File: src/rtl/pipe_frame_sequencer.sv
`default_nettype none
// ============================================================================
// Module      : pipe_frame_sequencer
// Description : Per-frame controller placed in front of the pipe outline
//               drawer. Each frame tick runs three passes over the pipes:
//               erase every visible pipe at its old position, scroll all
//               pipes left (recycling off-screen pipes with a pseudo-random
//               gap height), then redraw every visible pipe.
// Ports       : clk           - system clock
//               reset         - synchronous, active-high reset
//               frame_tick    - one-cycle pulse that starts a frame update
//               drawer_done   - completion strobe from the pipe drawer
//               drawer_enable - start/hold request to the pipe drawer
//               pipe_x/pipe_y - right edge / y reference of selected pipe
//               color         - 0 = erase (black), 1 = draw (white)
//               busy          - high whenever a frame update is running
//               frame_done    - one-cycle pulse when the update completes
// Revision    : 1.0 - initial release
// ============================================================================
module pipe_frame_sequencer #(
   parameter int NUM_PIPES = 3,
   parameter int SPACING   = 240,
   parameter int START_X   = 640,
   parameter int SPEED     = 2,
   parameter int Y_INIT    = 300,
   parameter int Y_MIN     = 200,
   parameter int PIPE_W    = 70,
   parameter int SCREEN_W  = 640
) (
   input  logic        clk,
   input  logic        reset,
   input  logic        frame_tick,
   input  logic        drawer_done,
   output logic        drawer_enable,
   output logic [10:0] pipe_x,
   output logic [10:0] pipe_y,
   output logic        color,
   output logic        busy,
   output logic        frame_done
);

   localparam int                 c_IDX_W     = $clog2(NUM_PIPES);
   localparam logic [c_IDX_W-1:0] c_LAST      = c_IDX_W'(NUM_PIPES - 1);
   localparam logic [10:0]        c_SPEED     = 11'(SPEED);
   localparam logic [10:0]        c_WRAP_ADD  = 11'(NUM_PIPES * SPACING);
   localparam logic [10:0]        c_Y_MIN     = 11'(Y_MIN);
   localparam logic [10:0]        c_Y_INIT    = 11'(Y_INIT);
   localparam logic [10:0]        c_PIPE_W    = 11'(PIPE_W);
   localparam logic [10:0]        c_SCREEN_W  = 11'(SCREEN_W);
   localparam logic [9:0]         c_LFSR_SEED = 10'h001;

   typedef enum logic [2:0] {
      S_IDLE   = 3'd0,
      S_E_SEL  = 3'd1,
      S_E_WAIT = 3'd2,
      S_MOVE   = 3'd3,
      S_D_SEL  = 3'd4,
      S_D_WAIT = 3'd5,
      S_FIN    = 3'd6
   } state_t;

   state_t               state_q, state_d;
   logic [c_IDX_W-1:0]   idx_q, idx_d;
   logic [10:0]          pos_x_q [NUM_PIPES];
   logic [10:0]          pos_y_q [NUM_PIPES];
   logic [9:0]           lfsr_q;

   logic [10:0]          w_rel_x;
   logic                 w_vis;
   logic                 w_last;

   // Unsigned 11-bit subtraction: pipes whose right edge is left of PIPE_W
   // underflow to a large value and therefore count as invisible.
   assign w_rel_x = pos_x_q[idx_q] - c_PIPE_W;
   assign w_vis   = (w_rel_x < c_SCREEN_W);
   assign w_last  = (idx_q == c_LAST);

   // ------------------------------------------------------------------------
   // State / index register
   // ------------------------------------------------------------------------
   always_ff @(posedge clk) begin
      if (reset) begin
         state_q <= S_IDLE;
         idx_q   <= '0;
      end else begin
         state_q <= state_d;
         idx_q   <= idx_d;
      end
   end

   // ------------------------------------------------------------------------
   // Next-state logic. Erase and draw passes share the same walk over the
   // pipe index; only the exit state after the last pipe differs.
   // ------------------------------------------------------------------------
   always_comb begin
      state_d = state_q;
      idx_d   = idx_q;
      case (state_q)
         S_IDLE: begin
            if (frame_tick) begin
               state_d = S_E_SEL;
               idx_d   = '0;
            end
         end
         S_E_SEL: begin
            if (w_vis)       state_d = S_E_WAIT;
            else if (w_last) state_d = S_MOVE;
            else             idx_d   = idx_q + 1'b1;
         end
         S_E_WAIT: begin
            if (drawer_done) begin
               if (w_last) begin
                  state_d = S_MOVE;
               end else begin
                  state_d = S_E_SEL;
                  idx_d   = idx_q + 1'b1;
               end
            end
         end
         S_MOVE: begin
            state_d = S_D_SEL;
            idx_d   = '0;
         end
         S_D_SEL: begin
            if (w_vis)       state_d = S_D_WAIT;
            else if (w_last) state_d = S_FIN;
            else             idx_d   = idx_q + 1'b1;
         end
         S_D_WAIT: begin
            if (drawer_done) begin
               if (w_last) begin
                  state_d = S_FIN;
               end else begin
                  state_d = S_D_SEL;
                  idx_d   = idx_q + 1'b1;
               end
            end
         end
         S_FIN:   state_d = S_IDLE;
         default: state_d = S_IDLE;
      endcase
   end

   // ------------------------------------------------------------------------
   // Pipe positions and gap LFSR. All pipes scroll in the single MOVE cycle;
   // a wrapping pipe takes the LFSR value present before this cycle's step.
   // ------------------------------------------------------------------------
   always_ff @(posedge clk) begin
      if (reset) begin
         lfsr_q <= c_LFSR_SEED;
         for (int k = 0; k < NUM_PIPES; k++) begin
            pos_x_q[k] <= 11'(START_X + k * SPACING);
            pos_y_q[k] <= c_Y_INIT;
         end
      end else if (state_q == S_MOVE) begin
         // Fibonacci LFSR, x^10 + x^7 + 1
         lfsr_q <= {lfsr_q[8:0], lfsr_q[9] ^ lfsr_q[6]};
         for (int k = 0; k < NUM_PIPES; k++) begin
            if (pos_x_q[k] >= c_SPEED) begin
               pos_x_q[k] <= pos_x_q[k] - c_SPEED;
            end else begin
               pos_x_q[k] <= pos_x_q[k] - c_SPEED + c_WRAP_ADD;
               pos_y_q[k] <= c_Y_MIN + {4'b0000, lfsr_q[6:0]};
            end
         end
      end
   end

   // ------------------------------------------------------------------------
   // Outputs
   // ------------------------------------------------------------------------
   assign pipe_x        = pos_x_q[idx_q];
   assign pipe_y        = pos_y_q[idx_q];
   assign color         = (state_q == S_D_SEL) || (state_q == S_D_WAIT) ||
                          (state_q == S_FIN);
   assign drawer_enable = (state_q == S_E_WAIT) || (state_q == S_D_WAIT);
   assign busy          = (state_q != S_IDLE);
   assign frame_done    = (state_q == S_FIN);

endmodule
`default_nettype wire

File: config.mk
export PLATFORM = sky130hd
export DESIGN_NAME = pipe_frame_sequencer
export DESIGN_NICKNAME = d
export VERILOG_FILES = /design/src/rtl/pipe_frame_sequencer.sv
export SDC_FILE = /design/constraint.sdc
export NUM_CORES = 1
export LEC_CHECK = 0
export ABC_AREA = 1
export CAP_MARGIN = 10
export CORE_MARGIN = 2
export CORE_UTILIZATION = 45
export CTS_CLUSTER_DIAMETER = 100
export DETAILED_ROUTE_END_ITERATION = 8
export SLEW_MARGIN = 30
export SYNTH_ARGS = -nofsm -noshare
export SYNTH_HDL_FRONTEND = slang
export SYNTH_SLANG_ARGS = --single-unit
File: constraint.sdc
create_clock -name clk -period 2.7 [get_ports clk]
set_input_delay 0.675 -clock clk [delete_from_list [all_inputs] [get_ports clk]]
set_output_delay 0.675 -clock clk [all_outputs]
set_load 0.02 [all_outputs]
* After elaboration in Yosys (flattened, before gate mapping)
Memory sizes are Yosys's and may differ from the RTL's. A register that Yosys moved wholly into a read port is not among the register bits. Index checks and enable logic that the tools add are counted.
Word-level totals: bits in read-only memories 0, bits in writable memories 60, latch bits 0, flip-flop bits (word level) 15, memories kept 2, logic and storage cells 106, output and inout bits 26, input port bits 4
Cells by class: divide/modulo/power cells 0, equal/unequal tests 14, bitwise operators 10, reduce and logical (&&, ||, !) cells 10, shift operators 0, $mul 0, add/sub/neg operators 9, mux-type cells 54, order comparisons 4
Memory list:
- pos_x_q | depth 3, width 11, rd ports 4, clocked after Yosys merged registers in 1, write ports 3, RTL line 64 | logic [10:0] pos_x_q [NUM_PIPES];
- pos_y_q | depth 3, width 9, rd ports 1, clocked after Yosys merged registers in 1, write ports 3, RTL line 65 | logic [10:0] pos_y_q [NUM_PIPES];
Operator list (number):
- $mux 11 | 6
- $add 11x10->11 const B | 3
- $ge 11x2->1 const B | 3
- $sub 11x2->11 const B | 3
- $mux 9 | 3
- $mux 1 | 26
- $mux 3 | 7
- $mux 2 | 10
- $pmux 3 s6 | 1
- $lt 11x10->1 const B | 1
- $sub 11x7->11 const B | 1
- $add 8x7->9 const A | 1
- $eq 3x3->1 const B | 3
- $or 1x1->1 | 9
- $ne 2x2->1 const B | 4
- $pmux 2 s4 | 1
- $eq 3x2->1 const B | 2
- $ne 3x3->1 const B | 2
- $reduce_and 5->1 | 1
- $reduce_and 4->1 | 1
- $reduce_bool 4->1 | 1
- $reduce_or 2->1 | 2
- $eq 3x1->1 const B | 1
- $logic_not 3->1 | 1
- 6 further kinds | 8

* Logic depth before layout (Yosys ltp)
An unclocked memory read counts as a cell.
depth after elaboration 8, gate-level depth with buffers 18, depth with buffers taken out 16

* Least setup slack after synthesis
Ideal clock, no wire load.
path type input to register, start point input reset, end point memory pos_x_q[0][10] (enable), library setup time 0.530 ns, arrival time 1.544 ns, slack 0.626 ns, data required time 2.170 ns, cell stages on the path 2, path buffers 0, cells stage by stage nor2_1 clkinv_1
RTL lines:
- start, declared | RTL line 31 | input logic reset,
- end, declared | RTL line 64

==> metrics <==
status=complete, no violations; DR WL/cell=14.46 um; Worst R2R Setup Slack=0.37 ns; Inst Count DP=618; worst-path fanout max=21; synthesized instance count=481; Skew-Pair Late Insertion Delay=0.35 ns; Post-synth EDFFs=57; P per Cell Area=889.9 mW/mm2; DIE AREA=0.009990 mm2; Synth Cell Area=0.004143 mm2; H-Tree Depth=3; Max Cap Viol=0; Ant. Diodes=0; Core Box Area=0.009065 mm2; Routed WL=9.166 mm; post-synthesis mux area share=0%; Peak VDD IR=0.4261 mV; Clock Sinks=74; worst hold start=lfsr_q[8]$_SDFFE_PP0P_; Vias=3213; critical path endpoint category=primary output; Worst Slack Setup Final=0.1286 ns; Worst R2R Start=pos_x_q[1][1]$_SDFFCE_PP0P_; RSZ-0062 raised after global routing=no; fin crit period=2.571 ns; Final Max Slew Viols=0; gpl congestion=0.9283; input/output buffers=26; Synth Warn #=0; type of origin of the critical path=flip-flop; HPWL after DPL=6.733 mm; number of DRC violations after detailed-routing iteration 0=152; setup violators final=0; Leak Pwr=1.979 nW; Place WS=0.1973 ns; worst hold stages=2; Seq cells post-synth=74; main combinational cell family by area after synthesis=simple AND/OR/NAND/NOR gates; Tcrit/Tclk final=95.24%; initial core utilization=45.70%; Cell Count, Final, Fillers Out=634; initial antenna violation count=0; gr usage total=19.64%; Final ANT Viol Nets=0; R2R cell count=9; post-synth cell types=46; ys async rst share=0%; reg2reg end=pos_y_q[2][4]$_DFFE_PP_; Die Y=99.95 um; total gr overflow=0; setup bufs post-CTS=0; prevailing post-synth register cell=edfxtp_1; first-pass GRT wire length=15.21 mm; site row count=35; adder-cell share of the synthesized area=3.624%; layout net count=534; clock tree root driver cell=clkbuf_8; Worst path slowest cell=clkdlybuf4s50_1; IO Pins=30; Hold EP=lfsr_q[9]$_SDFFE_PP0P_; Fmax achieved=388.9 MHz; area fraction in and, or, nand and nor cells after synthesis=22.71%; drt first pass iters=5; mean number of vias per cell=5.068; Die Wd=99.95 um; sequential area share after synthesis=49.53%; number of hold violations in the final report=0; Final Skew=0.01173 ns; Worst-path clk slew=0.08 ns; Pwr Total=4.268 mW; worst hold path class=flip-flop to flip-flop; Longest Clk Path Bufs=2; critical-path cell list=inv_6, o21ai_2, nand2_1, o21a_2, inv_1, clkdlybuf4s50_1; layout cells sized above 1=12.62%; Critical Path RT=2.03 ns; DRC viols=0; WS Path Type=flip-flop to primary output; vias in the first global route=3172; Num CTS Buffers=9; Synth Area in Compound Gates=10.27%; CP arrival=1.90 ns; largest net degree at the start of global routing=39; Area Overhead vs Synth=15.77%; Post-Route Utilization=52.91%; TNS Setup=0 ns; critical path's largest stage delay=0.59 ns; Avg Cell Area, Syn=8.613 um2; TritonCTS clock tree=yes; Synth Area in XOR/XNOR=4.017%
==> critical path, delay by kind of cell, from the launching register on <==
family / cells / cell delay (ns)
AND/OR/NAND/NOR: 1 / 0.06
flip-flops: 1 / 0.45
AO/OA/AOI/OAI: 2 / 0.28
buffers and inverters: 3 / 0.76
==> state kept, by name, summed over array words and instances (netlist names), named ones only <==
name / cells
lfsr_q: 10
state_q: 3
pos_x_q: 30
idx_q: 2
pos_y_q: 27
==> what timing repair did <==
action / CTS / global route
hold buffers: 0 / 0
setup endpoints to repair: 8 / 4
gates resized for setup: 2 / 4
pin swaps: 0 / 0
==> cell usage after synthesis (2+ instances only) <==
master	n	share of area, %
buf_6	2	0.54
nand4_1	3	0.45
buf_2	2	0.24
nand3_1	21	2.5
or2_1	2	0.30
o211ai_1	4	0.72
nand2_1	84	7.6
nor3_1	10	1.2
xor2_1	14	3.0
buf_4	4	0.72
o21ai_0	13	1.6
edfxtp_1	57	41
xnor2_1	5	1.1
inv_1	69	6.3
dfxtp_1	17	8.2
a21oi_2	3	0.63
clkbuf_1	4	0.36
o21ai_2	2	0.42
or2_2	3	0.45
o21ai_1	2	0.24
o31ai_1	2	0.36
nor2_1	63	5.7
a21oi_1	31	3.7
nor2_2	2	0.30
nand2_2	11	1.7
nand3_2	2	0.48
inv_2	9	0.82
o22ai_1	11	1.7
ha_1	12	3.6
==> power breakdown <==
| group | switching [mW] | total, mW | internal [mW] |
|---|---|---|---|
| clock | 0.416 | 0.940 | 0.524 |
| combinational | 1.18 | 1.91 | 0.728 |
| sequential | 0.0904 | 1.42 | 1.33 |
==> kinds of logic (layout without fill, tap and decap cells) <==
| logic type | count (synthesis) | count (layout) |
|---|---|---|
| XOR/XNOR | 19 | 19 |
| buffers and inverters | 94 | 134 |
| AND/OR/NAND/NOR | 208 | 208 |
| AO/OA/AOI/OAI | 73 | 73 |
| adder cells (fa/ha/maj) | 12 | 12 |
| flip-flops | 74 | 74 |
| other | 1 | 3 |
==> cell type report <==
cell class,count,area (um2)
clock buffers,10,127.6
clock inverters,6,90.09
fillers,829,4269
inverters,81,314.1
multi-input cells,315,1694
flip-flops and latches,74,2053
well taps,111,138.9
repair buffers,37,377.9
==> metal layers <==
| metal | global-route usage (%) | vias to the layer above | wire length, um |
|---|---|---|---|
| met1 | 27.36 | 1493 | 4378 |
| met3 | 3.482 | 8 | 370 |
| met5 | 0 | - | 0 |
| met4 | 6.849 | 0 | 124 |
| met2 | 31.08 | 69 | 4292 |
| li1 | - | 1643 | - |
==> stage by stage <==
stage          hold WS (ns)  cell area, um2
4_1_cts              0.4797            4786
3_3_place_gp         0.4646            4564
2_1_floorplan        0.4486            4150
3_5_place_dp         0.4686            4564
5_1_grt              0.5130            4796
6_report             0.4731            4796
==> placed cells by master, fill, tap and decap left out, types with 5 or more instances in the layout <==
| cell | instances |
|---|---|
| nor3_1 | 10 |
| xnor2_1 | 5 |
| nand2_2 | 11 |
| nand2_1 | 84 |
| clkbuf_8 | 9 |
| edfxtp_1 | 57 |
| o21ai_0 | 13 |
| o22ai_1 | 11 |
| inv_1 | 69 |
| a21oi_1 | 31 |
| buf_4 | 9 |
| nor2_1 | 63 |
| inv_2 | 8 |
| ha_1 | 12 |
| nand3_1 | 21 |
| clkdlybuf4s50_1 | 22 |
| xor2_1 | 14 |
| dfxtp_1 | 16 |
==> how the worst max path moves through the flow <==
stage,endpoint,slack [ns],cells past startpoint
global route,pipe_x[9],0.01,6
detailed placement,pos_x_q[0][8]$_SDFFCE_PP0P_,0.20,8
floorplan,pos_x_q[0][10]$_SDFFCE_PP0P_,0.63,2
global placement,pos_x_q[0][10]$_SDFFCE_PP0P_,0.25,8
CTS,pipe_x[10],0.04,5
finish,pipe_x[9],0.13,6
(Power assumes the default switching activity.)
